--- config.mk ---
export PLATFORM = sky130hd
export DESIGN_NAME = rx_buffer_ctrl
export DESIGN_NICKNAME = d
export VERILOG_FILES = /design/src/rtl/rx_buffer_ctrl.sv
export SDC_FILE = /design/constraint.sdc
export NUM_CORES = 1
export LEC_CHECK = 0
export ABC_AREA = 1
export BUFFER_PORTS_ARGS = -buffer_cell sky130_fd_sc_hd__buf_2
export CORE_ASPECT_RATIO = 0.5
export CORE_MARGIN = 4
export CORE_UTILIZATION = 42
export CTS_CLUSTER_DIAMETER = 30
export DETAILED_ROUTE_END_ITERATION = 6
export GPL_TIMING_DRIVEN = 0
export REMOVE_ABC_BUFFERS = 1
export SLEW_MARGIN = 30
export SYNTH_ARGS = -nofsm -noshare
export SYNTH_HDL_FRONTEND = slang
export SYNTH_SLANG_ARGS = --single-unit
--- constraint.sdc ---
create_clock -name RX_CLK -period 11.7 [get_ports RX_CLK]
set_clock_uncertainty 0.15 [all_clocks]
set_input_delay 1.755 -clock RX_CLK [delete_from_list [all_inputs] [get_ports RX_CLK]]
set_output_delay 1.755 -clock RX_CLK [all_outputs]
set_load 0.005 [all_outputs]
--- src/rtl/rx_buffer_ctrl.sv ---
// Receive-buffer controller: packs the MAC byte stream into 32-bit words and
// writes whole frames into a ping-pong two-bank frame RAM owned in turn by the CPU.
module rx_buffer_ctrl #(
   parameter int OCT    = 8,
   parameter int BUF_AW = 9,
   parameter int LEN_W  = BUF_AW + 3
) (
   input  logic              RX_CLK,
   input  logic              rst,
   input  logic              rx_data_v,
   input  logic [OCT-1:0]    rx_data,
   input  logic              rx_frame_done,
   output logic              ram_we,
   output logic [3:0]        ram_sel,
   output logic [BUF_AW:0]   ram_addr,
   output logic [4*OCT-1:0]  ram_wdata,
   output logic [1:0]        buf_ready,
   output logic [LEN_W-1:0]  buf_len0,
   output logic [LEN_W-1:0]  buf_len1,
   input  logic [1:0]        buf_release,
   input  logic              irq_en,
   output logic              rx_buf_irq,
   output logic [15:0]       drop_cnt,
   output logic [15:0]       ovf_cnt
);

   localparam logic [LEN_W-1:0] BUF_BYTES = LEN_W'(4 << BUF_AW);

   typedef enum logic [1:0] {IDLE, FILL, COMMIT, DROP} state_t;

   state_t             state_reg, state_next;
   logic               wr_bank_reg, wr_bank_next;
   logic [LEN_W-1:0]   byte_cnt_reg, byte_cnt_next;
   logic [4*OCT-1:0]   pack_reg, pack_next;
   logic               ram_we_reg, ram_we_next;
   logic [3:0]         ram_sel_reg, ram_sel_next;
   logic [BUF_AW:0]    ram_addr_reg, ram_addr_next;
   logic [4*OCT-1:0]   ram_wdata_reg, ram_wdata_next;
   logic [1:0]         buf_ready_reg, buf_ready_next;
   logic [LEN_W-1:0]   buf_len0_reg, buf_len0_next;
   logic [LEN_W-1:0]   buf_len1_reg, buf_len1_next;
   logic               irq_reg, irq_next;
   logic [15:0]        drop_cnt_reg, drop_cnt_next;
   logic [15:0]        ovf_cnt_reg, ovf_cnt_next;

   logic [1:0]         lane;
   logic [4*OCT-1:0]   pack_fill;
   logic [BUF_AW:0]    word_addr;

   assign lane      = byte_cnt_reg[1:0];
   assign word_addr = {wr_bank_reg, byte_cnt_reg[BUF_AW+1:2]};

   // Pack register with the incoming byte merged into its lane.
   for (genvar gi = 0; gi < 4; gi++) begin : g_lane
      assign pack_fill[OCT*gi +: OCT] = (lane == 2'(gi)) ? rx_data : pack_reg[OCT*gi +: OCT];
   end

   always_ff @(posedge RX_CLK or posedge rst) begin
      if (rst) begin
         state_reg     <= IDLE;
         wr_bank_reg   <= 1'b0;
         byte_cnt_reg  <= '0;
         pack_reg      <= '0;
         ram_we_reg    <= 1'b0;
         ram_sel_reg   <= '0;
         ram_addr_reg  <= '0;
         ram_wdata_reg <= '0;
         buf_ready_reg <= '0;
         buf_len0_reg  <= '0;
         buf_len1_reg  <= '0;
         irq_reg       <= 1'b0;
         drop_cnt_reg  <= '0;
         ovf_cnt_reg   <= '0;
      end else begin
         state_reg     <= state_next;
         wr_bank_reg   <= wr_bank_next;
         byte_cnt_reg  <= byte_cnt_next;
         pack_reg      <= pack_next;
         ram_we_reg    <= ram_we_next;
         ram_sel_reg   <= ram_sel_next;
         ram_addr_reg  <= ram_addr_next;
         ram_wdata_reg <= ram_wdata_next;
         buf_ready_reg <= buf_ready_next;
         buf_len0_reg  <= buf_len0_next;
         buf_len1_reg  <= buf_len1_next;
         irq_reg       <= irq_next;
         drop_cnt_reg  <= drop_cnt_next;
         ovf_cnt_reg   <= ovf_cnt_next;
      end
   end

   always_comb begin
      state_next     = state_reg;
      wr_bank_next   = wr_bank_reg;
      byte_cnt_next  = byte_cnt_reg;
      pack_next      = pack_reg;
      ram_we_next    = 1'b0;
      ram_sel_next   = ram_sel_reg;
      ram_addr_next  = ram_addr_reg;
      ram_wdata_next = ram_wdata_reg;
      buf_ready_next = buf_ready_reg & ~buf_release;
      buf_len0_next  = buf_len0_reg;
      buf_len1_next  = buf_len1_reg;
      drop_cnt_next  = drop_cnt_reg;
      ovf_cnt_next   = ovf_cnt_reg;

      case (state_reg)
         IDLE: begin
            if (rx_data_v) begin
               if (buf_ready_reg[wr_bank_reg]) begin
                  state_next = DROP;
                  if (drop_cnt_reg != 16'hFFFF) drop_cnt_next = drop_cnt_reg + 16'd1;
               end else begin
                  state_next    = FILL;
                  pack_next     = {{(3*OCT){1'b0}}, rx_data};
                  byte_cnt_next = LEN_W'(1);
               end
            end
         end
         FILL: begin
            if (rx_frame_done) begin
               state_next = COMMIT;
            end else if (rx_data_v) begin
               if (byte_cnt_reg == BUF_BYTES) begin
                  state_next    = DROP;
                  byte_cnt_next = '0;
                  pack_next     = '0;
                  if (ovf_cnt_reg != 16'hFFFF) ovf_cnt_next = ovf_cnt_reg + 16'd1;
               end else begin
                  byte_cnt_next = byte_cnt_reg + 1'b1;
                  if (lane == 2'd3) begin
                     ram_we_next    = 1'b1;
                     ram_sel_next   = 4'hF;
                     ram_addr_next  = word_addr;
                     ram_wdata_next = pack_fill;
                     pack_next      = '0;
                  end else begin
                     pack_next = pack_fill;
                  end
               end
            end
         end
         COMMIT: begin
            // Flush the trailing partial word; unwritten lanes are already zero.
            if (lane != 2'd0) begin
               ram_we_next    = 1'b1;
               ram_sel_next   = (4'b0001 << lane) - 4'd1;
               ram_addr_next  = word_addr;
               ram_wdata_next = pack_reg;
            end
            buf_ready_next[wr_bank_reg] = 1'b1;
            if (wr_bank_reg) buf_len1_next = byte_cnt_reg;
            else             buf_len0_next = byte_cnt_reg;
            wr_bank_next  = ~wr_bank_reg;
            byte_cnt_next = '0;
            pack_next     = '0;
            state_next    = IDLE;
         end
         DROP: begin
            if (rx_frame_done) begin
               state_next    = IDLE;
               byte_cnt_next = '0;
               pack_next     = '0;
            end
         end
         default: state_next = IDLE;
      endcase

      irq_next = irq_en & (|buf_ready_next);
   end

   assign ram_we     = ram_we_reg;
   assign ram_sel    = ram_sel_reg;
   assign ram_addr   = ram_addr_reg;
   assign ram_wdata  = ram_wdata_reg;
   assign buf_ready  = buf_ready_reg;
   assign buf_len0   = buf_len0_reg;
   assign buf_len1   = buf_len1_reg;
   assign rx_buf_irq = irq_reg;
   assign drop_cnt   = drop_cnt_reg;
   assign ovf_cnt    = ovf_cnt_reg;

endmodule

==> run summary <==
Gates resized during post-CTS repair numbered 0. Once detail routing completed, the nets flagged for antenna violations numbered 0. The signal on the critical path passes through buf_2, inv_1, nand2_1, nand2_1, nor2_1, nand2_1, inv_2, buf_12, nand2_1, inv_2, nor2_1.

The logs give 0 for the residual overflow from global routing and 285 MHz for the maximum operating frequency. The run gives 11.85 ns as the data required time at the worst endpoint. For this run, the register share of the synthesized area comes to 51.3%. The buffer and inverter count on the worst path was 5; the ratio of final minimum period to clock period was 30.0%. In this run the static leakage power is 4.43 nW. At the pin with the least slew margin, the transition time is 0.848 ns. In this run the tightest slew margin relative to its limit is 43.2%. The run finished with clean final reports. By count the netlist is led by 300 x nand2_1, 153 x dfrtp_1, 91 x o21ai_0, 72 x nor2_1, 69 x inv_1. TritonCTS built the clock tree. Fraction of synthesis flops using an asynchronous set or reset pin: 100%. The post-route minimum period is 3.51 ns. The number of nets in the layout is 1,073, and the area of placed instances is 8320 sq um.

During placement, the flow inserted port buffers numbering 120. After layout, the worst setup slack is 8.19 ns. The number of flops mapped to enable cells by yosys was 0. The H-tree level count was 4; the final-report hold violation count was 0.

Sorting the synthesized cells by area gives the leading types as dfrtp_1 51%, nand2_1 15%, o21ai_0 6.1%. The synthesized netlist occupies a cell area of 7470 sq um. The worst-case IR drop observed on VDD is 0.131 mV. The detailed router finished its first iteration with 408 violations. Routability-driven placement finished with a final weighted congestion of 0.830.

The most used flip-flop cell after synthesis is dfrtp_1. Timing analysis after detailed placement gives a worst setup slack of 7.74 ns. The cell sitting at the root of the clock tree is a clkbuf_16. At the later pin of the worst-skew pair, clock insertion delay measures 0.42 ns. The largest individual stage delay along the critical path comes from the cell nand2_1.

Row generation in the floorplan step produced 34 rows. Entering global routing, the biggest net connects 79 pins. The delay of the slowest critical-path stage is 0.42 ns, and the die boundary width is 197 um.

Setup repair after global routing left no endpoint under its margin. The pre-antenna-repair detailed-routing pass consisted of 5 iterations. Adding up every negative setup slack in the final design gives 0 ns. Among all cell types in the netlist, the one instantiated most often is nand2_1. The cell type with the largest total area after synthesis was dfrtp_1.

The synthesized design contains 153 register bits. The finished layout holds 1,292 standard cells, fillers aside. The tools report the total DRC errors in the routed layout as 0.

The logs give 121 for the top-level port count and 153 for the total number of clock tree sinks. The number of distinct library cell variants in the gate-level netlist after synthesis is 31. After synthesis, the largest area contributor takes up 51.3% of total cell area.

The longest clock path from root to sink contains 2 buffers. Buffers inserted during clock tree synthesis total 17. The design draws 2.11 mW. The run gives 1,261 as the number of cells in the design after placement. The most numerous cell type found on the critical path is nand2_1. The vias per cell was 5.01. The routed layout has 6,468 vias. For the count of max-cap constraint violations, the log shows 0. The class of the tightest hold or removal check is register to register. STA classifies the critical path startpoint as an input pin. In this run the power density over the cells is 236 nW/um^2. In this run the vertical extent of the chip is 102 um. STA classifies the critical path endpoint as a register. From synthesis to final layout, the design area changed by 19.8%. Global routing used 18.7% of the available tracks across all layers.

Wires add up to 18,500 um. The initial utilization of the core area, before any placement, comes to 42.9%. In this run, post-CTS hold repair placed 0 buffers. The first global-routing pass estimated 30,400 um of wire. The CTS clock-pin slew for the worst setup and hold paths came out at 0.06 ns. Synthesis handed over a netlist of 941 instances. The final-report max-slew violation count is 0. Cell family with the largest share of critical-path delay: buffers and inverters.

Yosys printed 0 warnings. Once detailed placement completed, the half-perimeter wirelength came to 12,900 um. For the number of antenna repair diodes, the log shows 0. The average instance in the mapped netlist occupies 7.93 sq um. The die covers 20,100 sq um.

The total core area is 17,400 sq um, and the number of antenna violations at the first check in global routing is 0. The start-to-end type of the worst setup path is input pin to register. Setup violations remaining at the end of the flow were counted as 0. The design area is 8940 sq um. In the final routed layout, each cell accounts on average for 14.3 um. In this run the worst path has a maximum fanout of 40.

The tools report the via count of the first global-routing pass as 5,980. At the worst endpoint, the arrival time is 3.67 ns. The post-route netlist has 16.5% of its cells at a drive strength greater than 1. Buffers inserted during post-CTS setup optimization: 0.
power by group:
group | internal, mW | leakage, nW | switching [mW]
combinational | 0.279 | 2.08 | 0.520
sequential | 0.651 | 2.05 | 0.0760
clock | 0.358 | 0.296 | 0.228
placed cells by master, fill, tap and decap left out, types with 2 or more instances in the layout:
master,instances
a21oi_1,18
buf_2,120
clkinv_4,2
nand2_1,300
nor2_2,3
o21ai_0,91
nor2_1,72
inv_2,8
nand3_1,58
inv_1,67
clkinvlp_4,3
xor2_1,10
xnor2_1,12
buf_16,4
o22ai_1,16
dfrtp_1,153
ha_1,11
bufinv_16,4
clkbuf_16,17
nand3b_1,4
nor3_1,6
nand4_1,14
o21ai_1,46
clkinv_2,2
inv_6,3
clkinv_1,2
cell type report:
type | count | area [sq um]
Sequential cell | 153 | 3830
Timing Repair Buffer | 125 | 731
Tap cell | 234 | 293
Fill cell | 1699 | 8460
Inverter | 78 | 300
Clock inverter | 14 | 196
Clock buffer | 17 | 425
Multi-Input combinational cell | 671 | 3170
path summary, 6_finish.rpt:
kind | from | endpoint | slack, ns | cells past startpoint
setup / recovery | rx_data_v | pack_reg[24] | 8.19 | 11
hold / removal | ram_sel[0] | ram_sel[0] | 0.31 | 2
setup reg to reg | state_reg[1] | pack_reg[24] | 8.53 | 10
hold reg to reg | ram_sel[0] | ram_sel[0] | 0.31 | 2
max in group asynchronous | rst | buf_len0[9] | 9.33 | 3
min in group asynchronous | rst | drop_cnt[4] | 1.23 | 2
cell families after synthesis:
logic type | share of synthesized area, %
AND/OR/NAND/NOR | 25.2
XOR/XNOR | 2.58
flip-flops | 51.3
AO/OA/AOI/OAI | 12.6
adder cells (fa/ha/maj) | 2.01
buffers and inverters | 6.33
worst min-delay path, stage by stage (launching register included):
cell and delay (ns):
dfrtp_1 0.34, inv_1 0.04, nand2_1 0.05
per-stage QoR:
step / util, % / hold WS, ns
2_1_floorplan: - / 0.308
3_3_place_gp: 47.0 / 0.293
3_5_place_dp: 47.8 / 0.300
4_1_cts: 51.4 / 0.315
5_1_grt: 51.4 / 0.335
6_report: 51.4 / 0.305
metal layers:
layer,share of wire (%),track usage (%),vias to the layer above
li1,-,-,3265
met1,49,26.4,3093
met2,47,30.3,91
met3,3.2,3.33,19
met4,1.0,5.20,0
met5,0,0,-
(Power assumes the default switching activity.)
